<file path="src/rtl/mac_operand_sequencer_if.sv">
// Operand-stream and result-port bundle for mac_operand_sequencer.
//   in_valid/in_ready/in_data/in_last : upstream operand pairs, [3:0]=a, [7:4]=b
//   out_valid/out_ready/out_data/out_count : final accumulator value and pair count
// master = host side (drives operands, accepts results); slave = sequencer.
interface mac_operand_sequencer_if;
  logic       in_valid;
  logic       in_ready;
  logic [7:0] in_data;
  logic       in_last;
  logic       out_valid;
  logic       out_ready;
  logic [7:0] out_data;
  logic [3:0] out_count;

  modport master (
    output in_valid, in_data, in_last, out_ready,
    input  in_ready, out_valid, out_data, out_count
  );

  modport slave (
    input  in_valid, in_data, in_last, out_ready,
    output in_ready, out_valid, out_data, out_count
  );
endinterface

</file>
<file path="src/rtl/mac_operand_sequencer.sv">
// Operand-side driver for the 4x4 MAC: buffers a vector of up to DEPTH operand
// pairs, clears the MAC accumulator, issues one pair per cycle, then returns
// the final accumulator value with the pair count.
// Ports:
//   clk, rst_n        : clock, asynchronous active-low reset
//   s_if (slave)      : operand stream in, result port out
//   mac_a, mac_b      : operands to the MAC
//   mac_en, mac_clr   : MAC accumulate / clear strobes (clear has priority in the MAC)
//   mac_acc           : MAC accumulator register value
module mac_operand_sequencer #(
  parameter int unsigned DEPTH = 8
) (
  input  logic                  clk,
  input  logic                  rst_n,
  mac_operand_sequencer_if.slave s_if,
  output logic [3:0]            mac_a,
  output logic [3:0]            mac_b,
  output logic                  mac_en,
  output logic                  mac_clr,
  input  logic [7:0]            mac_acc
);
  localparam int unsigned PTR_W = 4;
  localparam int unsigned IDX_W = (DEPTH > 1) ? $clog2(DEPTH) : 1;
  localparam logic [PTR_W-1:0] LAST_IDX = PTR_W'(DEPTH - 1);

  typedef enum logic [2:0] {
    S_LOAD   = 3'd0,
    S_CLEAR  = 3'd1,
    S_RUN    = 3'd2,
    S_WAIT   = 3'd3,
    S_RESULT = 3'd4
  } state_t;

  state_t           r_state;
  state_t           w_state_d;
  logic [PTR_W-1:0] r_wptr;
  logic [PTR_W-1:0] r_ridx;
  logic [PTR_W-1:0] w_ridx_d;
  logic             r_in_ready;
  logic             r_mac_en;
  logic             r_mac_clr;
  logic             r_out_valid;
  logic [3:0]       r_mac_a;
  logic [3:0]       r_mac_b;
  logic [7:0]       r_out_data;
  logic [3:0]       r_out_count;
  logic [7:0]       r_buf [DEPTH];
  logic             w_accept;
  logic             w_handshake;
  logic [7:0]       w_pair;

  // Next-state and transfer decode.
  always_comb begin
    w_state_d   = r_state;
    w_ridx_d    = r_ridx;
    w_accept    = 1'b0;
    w_handshake = 1'b0;
    case (r_state)
      S_LOAD: begin
        w_accept = s_if.in_valid;
        // Filling the last buffer entry ends the vector even without in_last.
        if (w_accept && (s_if.in_last || (r_wptr == LAST_IDX))) begin
          w_state_d = S_CLEAR;
        end
      end
      S_CLEAR: begin
        w_state_d = S_RUN;
        w_ridx_d  = '0;
      end
      S_RUN: begin
        if (r_ridx == PTR_W'(r_out_count - 4'd1)) begin
          w_state_d = S_WAIT;
        end else begin
          w_ridx_d = PTR_W'(r_ridx + 1'b1);
        end
      end
      S_WAIT: begin
        w_state_d = S_RESULT;
      end
      S_RESULT: begin
        w_handshake = s_if.out_ready;
        if (w_handshake) begin
          w_state_d = S_LOAD;
        end
      end
      default: begin
        w_state_d = S_LOAD;
      end
    endcase
  end

  // Pair to be issued in the next cycle when entering/staying in RUN.
  assign w_pair = r_buf[w_ridx_d[IDX_W-1:0]];

  // State and registered outputs; strobes decoded from the next state so they
  // line up with the state they belong to.
  always_ff @(posedge clk or negedge rst_n) begin
    if (!rst_n) begin
      r_state     <= S_LOAD;
      r_wptr      <= '0;
      r_ridx      <= '0;
      r_in_ready  <= 1'b1;
      r_mac_en    <= 1'b0;
      r_mac_clr   <= 1'b0;
      r_out_valid <= 1'b0;
      r_mac_a     <= '0;
      r_mac_b     <= '0;
      r_out_data  <= '0;
      r_out_count <= '0;
    end else begin
      r_state     <= w_state_d;
      r_ridx      <= w_ridx_d;
      r_in_ready  <= (w_state_d == S_LOAD);
      r_mac_clr   <= (w_state_d == S_CLEAR);
      r_mac_en    <= (w_state_d == S_RUN);
      r_out_valid <= (w_state_d == S_RESULT);
      if (w_handshake) begin
        r_wptr <= '0;
      end else if (w_accept) begin
        r_wptr <= PTR_W'(r_wptr + 1'b1);
      end
      if (r_state == S_CLEAR) begin
        r_out_count <= r_wptr;
      end
      if (w_state_d == S_RUN) begin
        r_mac_a <= w_pair[3:0];
        r_mac_b <= w_pair[7:4];
      end
      // mac_acc already holds the final sum during WAIT.
      if (r_state == S_WAIT) begin
        r_out_data <= mac_acc;
      end
    end
  end

  // Operand buffer; contents are don't-care after reset.
  always_ff @(posedge clk) begin
    if (w_accept) begin
      r_buf[r_wptr[IDX_W-1:0]] <= s_if.in_data;
    end
  end

  assign s_if.in_ready  = r_in_ready;
  assign s_if.out_valid = r_out_valid;
  assign s_if.out_data  = r_out_data;
  assign s_if.out_count = r_out_count;
  assign mac_a          = r_mac_a;
  assign mac_b          = r_mac_b;
  assign mac_en         = r_mac_en;
  assign mac_clr        = r_mac_clr;
endmodule

</file>
<file path="src/flat_wrapper.sv">
// flat-port wrapper written by rule: the top's interface ports become plain ports
module mac_operand_sequencer_flat 
#(
  parameter int unsigned DEPTH = 8
)
  (clk, rst_n, mac_a, mac_b, mac_en, mac_clr, mac_acc, s_if_in_valid, s_if_in_data, s_if_in_last, s_if_out_ready, s_if_in_ready, s_if_out_valid, s_if_out_data, s_if_out_count);
  mac_operand_sequencer_if s_if_i ();
  input  logic clk;
  input  logic rst_n;
  output logic [3:0] mac_a;
  output logic [3:0] mac_b;
  output logic mac_en;
  output logic mac_clr;
  input  logic [7:0] mac_acc;
  input wire logic [$bits(s_if_i.in_valid)-1:0] s_if_in_valid;
  input wire logic [$bits(s_if_i.in_data)-1:0] s_if_in_data;
  input wire logic [$bits(s_if_i.in_last)-1:0] s_if_in_last;
  input wire logic [$bits(s_if_i.out_ready)-1:0] s_if_out_ready;
  output wire logic [$bits(s_if_i.in_ready)-1:0] s_if_in_ready;
  output wire logic [$bits(s_if_i.out_valid)-1:0] s_if_out_valid;
  output wire logic [$bits(s_if_i.out_data)-1:0] s_if_out_data;
  output wire logic [$bits(s_if_i.out_count)-1:0] s_if_out_count;
  assign s_if_i.in_valid = s_if_in_valid;
  assign s_if_i.in_data = s_if_in_data;
  assign s_if_i.in_last = s_if_in_last;
  assign s_if_i.out_ready = s_if_out_ready;
  assign s_if_in_ready = s_if_i.in_ready;
  assign s_if_out_valid = s_if_i.out_valid;
  assign s_if_out_data = s_if_i.out_data;
  assign s_if_out_count = s_if_i.out_count;
  mac_operand_sequencer #(.DEPTH(DEPTH)) u_core (.clk(clk), .rst_n(rst_n), .s_if(s_if_i), .mac_a(mac_a), .mac_b(mac_b), .mac_en(mac_en), .mac_clr(mac_clr), .mac_acc(mac_acc));
endmodule
</file>
<file path="config.mk">
export PLATFORM = sky130hd
export DESIGN_NAME = mac_operand_sequencer_flat
export DESIGN_NICKNAME = d
export VERILOG_FILES = /design/src/rtl/mac_operand_sequencer_if.sv /design/src/rtl/mac_operand_sequencer.sv /design/src/flat_wrapper.sv
export SDC_FILE = /design/constraint.sdc
export NUM_CORES = 1
export LEC_CHECK = 0
export CORE_UTILIZATION = 30
export DETAILED_ROUTE_END_ITERATION = 10
export PLACE_DENSITY = 0.58
export SLEW_MARGIN = 20
export SYNTH_ARGS = -nofsm -noshare
export SYNTH_HDL_FRONTEND = slang
export SYNTH_SLANG_ARGS = --single-unit
</file>
<file path="constraint.sdc">
create_clock -name clk -period 3.9 [get_ports clk]
set_clock_uncertainty 0.2 [all_clocks]
set_input_delay 0.39 -clock clk [delete_from_list [all_inputs] [get_ports clk]]
set_output_delay 0.39 -clock clk [all_outputs]
set_load 0.05 [all_outputs]
</file>
==> results.json <==
{
  "p_int_w": 0.002981,
  "reg2reg_from": "u_core.s_if.out_count[0]",
  "peakVddDrop_mv": 0.3075,
  "syn_nets": 317,
  "dieHeight_um": 121.4,
  "nFillCells": 1318,
  "ctsHtreeMaxLevel": 3,
  "crit_buf_inv": 2,
  "hold_end": "u_core.s_if.out_data[1]",
  "rows": 43,
  "cts_buffers": 9,
  "multiInputGateArea_um2": 1390,
  "antenna_found_initial": 0,
  "wl_per_cell_um": 16.04,
  "synth_warnings": 0,
  "slew_headroom": 0.3949,
  "reg2reg_to": "u_core.mac_a[3]",
  "dp.cells": 512,
  "dp_hpwl_um": 6054,
  "grt_pass1_vias": 2561,
  "ant_nets": 0,
  "ys_ff_latch": 99,
  "initial_utilization": 0.3079,
  "die-area_um2": 14730,
  "rsz0062_at_grt": "false",
  "hold_path_startpoint": "u_core.s_if.out_data[1]",
  "critPathArrivalTime_ns": 3.42,
  "p_seq_frac": 0.310,
  "drc_errors": 0,
  "stdcell_count": 529,
  "crit_fanout": 10,
  "switching_share": 0.4075,
  "final_layout_size_suffix_gt1_frac": 0.1662,
  "pwr_density_cell_nw_per_um2": 958.7,
  "r2r_cells": 10,
  "die_w_um": 121.4,
  "clkTransAtPathRegs_ns": 0.07,
  "setup_viol": 0,
  "p_clk_frac": 0.191,
  "cp_slowest_stage_delay_ns": 0.48,
  "synth_area_per_cell_um2": 14.59,
  "seq_area_frac_synth": 0.6549,
  "diodes": 0,
  "drt_wl_total_um": 8486,
  "crit_chain": "inv_1 > ha_1 > xnor2_1 > nor3_4 > nand2_2 > a41oi_4 > and2_1 > inv_4 > mux2_4 > o211ai_1",
  "grt.total_usage": 0.1245,
  "p_switching_w": 0.002050,
  "first_pass_iters": 4,
  "clk_latency_ns": 0.34,
  "synthToLayoutAreaGrowth_pct": 22.78,
  "cts_setup_buffers": 0,
  "synth-async-reset-ratio": 0.3535,
  "fin_crit_sh": 0.8656,
  "final.setup.tns_ns": 0,
  "root_buffer": "clkbuf_16",
  "synth-edff-count": 64,
  "p_leak_nw": 1.938,
  "final_area_um2": 5248,
  "end_kind": "flop",
  "place_congestion": 0.8137,
  "rrSetupSlack_ns": 0.52,
  "grt_first_pass_wirelength_um": 13740,
  "status": "completed",
  "coreArea_um2": 13880,
  "postPlaceCellArea_um2": 4912,
  "whs_path_depth": 1,
  "hold_slack_ns": 0.3067,
  "pwr-share-comb": 0.499,
  "critPathRequiredTime_ns": 3.94,
  "synthTopCellsByCount": "64 x edfxtp_1, 34 x dfrtp_1, 17 x mux2_2, 17 x mux2i_1, 17 x nand2_1",
  "hold_violations": 0,
  "register_area_um2": 2799,
  "fmax_ghz": 0.2962,
  "grt_max_degree": 36,
  "numClockSinks": 99,
  "drtIter0Drc": 189,
  "synth_most_common_cell": "edfxtp_1",
  "io_pins": 45,
  "synth_flop_cell": "edfxtp_1",
  "post-route-min-period_ns": 3.376,
  "crit_family": "simple AND/OR/NAND/NOR gates",
  "netlist_area_um2": 4274,
  "synth_area_leaders": "edfxtp_1 45%, dfrtp_1 20%, mux2_2 4.5%",
  "clock_path_buffers": 2,
  "slew_viol_final": 0,
  "ys_types": 47,
  "vias_per_cell": 4.756,
  "syn_inst": 293,
  "cts_tree": "done",
  "timing.max_cap.violations": 0,
  "vias": 2516,
  "hp-class": "reg -> reg",
  "yosys.area.top_type": "edfxtp_1",
  "synth_top_area_share": 0.4496,
  "final_core_util": 0.3780,
  "path_class": "reg -> reg",
  "worst_pin_slew_ns": 0.8958,
  "numPortBuffers": 44,
  "fin_nets": 368,
  "gr-total-overflow": 0,
  "critPathSlowestCell": "and2_1",
  "startpoint_type": "flop"
}
[cell type report]
cell class | instances | share of cell area
clock inverters | 6 | 0.01645
clock buffers | 10 | 0.04554
multi-input cells | 178 | 0.2649
flip-flops and latches | 99 | 0.5334
repair buffers | 50 | 0.09204
well taps | 180 | 0.04292
inverters | 6 | 0.004769
[through the flow]
stage | setup slack, ns | power, W
6_report | 0.5241 | 0.005031
5_1_grt | 0.3201 | 0.005332
4_1_cts | 0.5144 | 0.005090
3_5_place_dp | 0.5090 | 0.004127
3_3_place_gp | 0.5867 | 0.004082
2_1_floorplan | 0.7313 | 0.003513
[power by group through the flow]
| stage | sequential [W] | clock, W | combinational, W |
|---|---|---|---|
| floorplan | 0.00193 | 0 | 0.00158 |
| global placement | 0.00158 | 0 | 0.00251 |
| detailed placement | 0.00159 | 0 | 0.00254 |
| CTS | 0.00157 | 0.000981 | 0.00254 |
| global route | 0.00160 | 0.00102 | 0.00271 |
| finish | 0.00156 | 0.000961 | 0.00251 |
[kinds of logic after synthesis]
kind of cell / count (synthesis) / share of synthesized area
simple gates: 73 / 0.08988
fa+ha+maj: 3 / 0.008783
mux: 44 / 0.1189
buf+inv: 16 / 0.01991
compound gates: 49 / 0.08578
flops: 99 / 0.6549
xor+xnor: 9 / 0.02196
[worst max path at each step]
stage	startpoint	end	slack, ns	depth (start not counted)
3_5_place_dp	u_core.s_if.out_count[0]	u_core.mac_b[2]	0.51	10
2_1_floorplan	u_core.s_if.out_count[0]	u_core.mac_b[0]	0.73	10
6_report	u_core.s_if.out_count[0]	u_core.mac_a[3]	0.52	10
5_1_grt	u_core.s_if.out_count[0]	u_core.mac_a[3]	0.32	10
3_3_place_gp	u_core.s_if.out_count[0]	u_core.mac_b[2]	0.59	10
4_1_cts	u_core.s_if.out_count[0]	u_core.mac_a[3]	0.51	10
[timing repair]
item                       4_1_cts  5_1_grt
gates resized for setup          0        0
setup endpoints to repair        0        0
hold buffers                     1        0
hold endpoints to repair        34        0
[sequential cells by signal, indices dropped and copies added, names as in the netlist]
signal                 flops
u_core.r_buf              64
u_core.s_if.out_data       8
u_core.mac_a               4
u_core.mac_b               4
u_core.r_ridx              4
u_core.r_wptr              4
u_core.s_if.out_count      4
u_core.r_state             3
u_core.mac_clr             1
u_core.mac_en              1
u_core.s_if.in_ready       1
u_core.s_if.out_valid      1
[placed cells by master, fill, tap and decap left out, types with 2 or more instances in the layout]
master           count
edfxtp_1            64
clkdlybuf4s50_1     43
dfrtp_1             34
nand2_1             17
mux2i_1             17
mux2_2              17
o21ai_0             16
o211ai_1            15
nor2_1              14
nand3_1             10
mux2_4               9
clkbuf_16            9
nand2b_1             7
nand4_1              7
xnor2_1              6
inv_1                5
and3_1               5
buf_4                5
nor3_1               4
a21oi_1              3
ha_1                 3
xor2_1               2
a211o_1              2
a31oi_1              2
a32oi_1              2
inv_6                2
bufinv_16            2
[worst reg2reg max path, stage by stage (launching register included)]
cell	delay, ns
dfrtp_1	0.42
inv_1	0.08
ha_1	0.31
xnor2_1	0.17
nor3_4	0.32
nand2_2	0.20
a41oi_4	0.38
and2_1	0.49
inv_4	0.18
mux2_4	0.34
o211ai_1	0.18
[per-layer routing]
| layer | track usage | vias to the layer above | share of wire |
|---|---|---|---|
| met2 | 0.2013 | 57 | 0.49 |
| met1 | 0.1647 | 1240 | 0.45 |
| met5 | 0 | - | 0 |
| li1 | - | 1213 | - |
| met3 | 0.03242 | 6 | 0.053 |
| met4 | 0.03241 | 0 | 0.0071 |
Note: power is estimated with default switching activity, not from simulation.
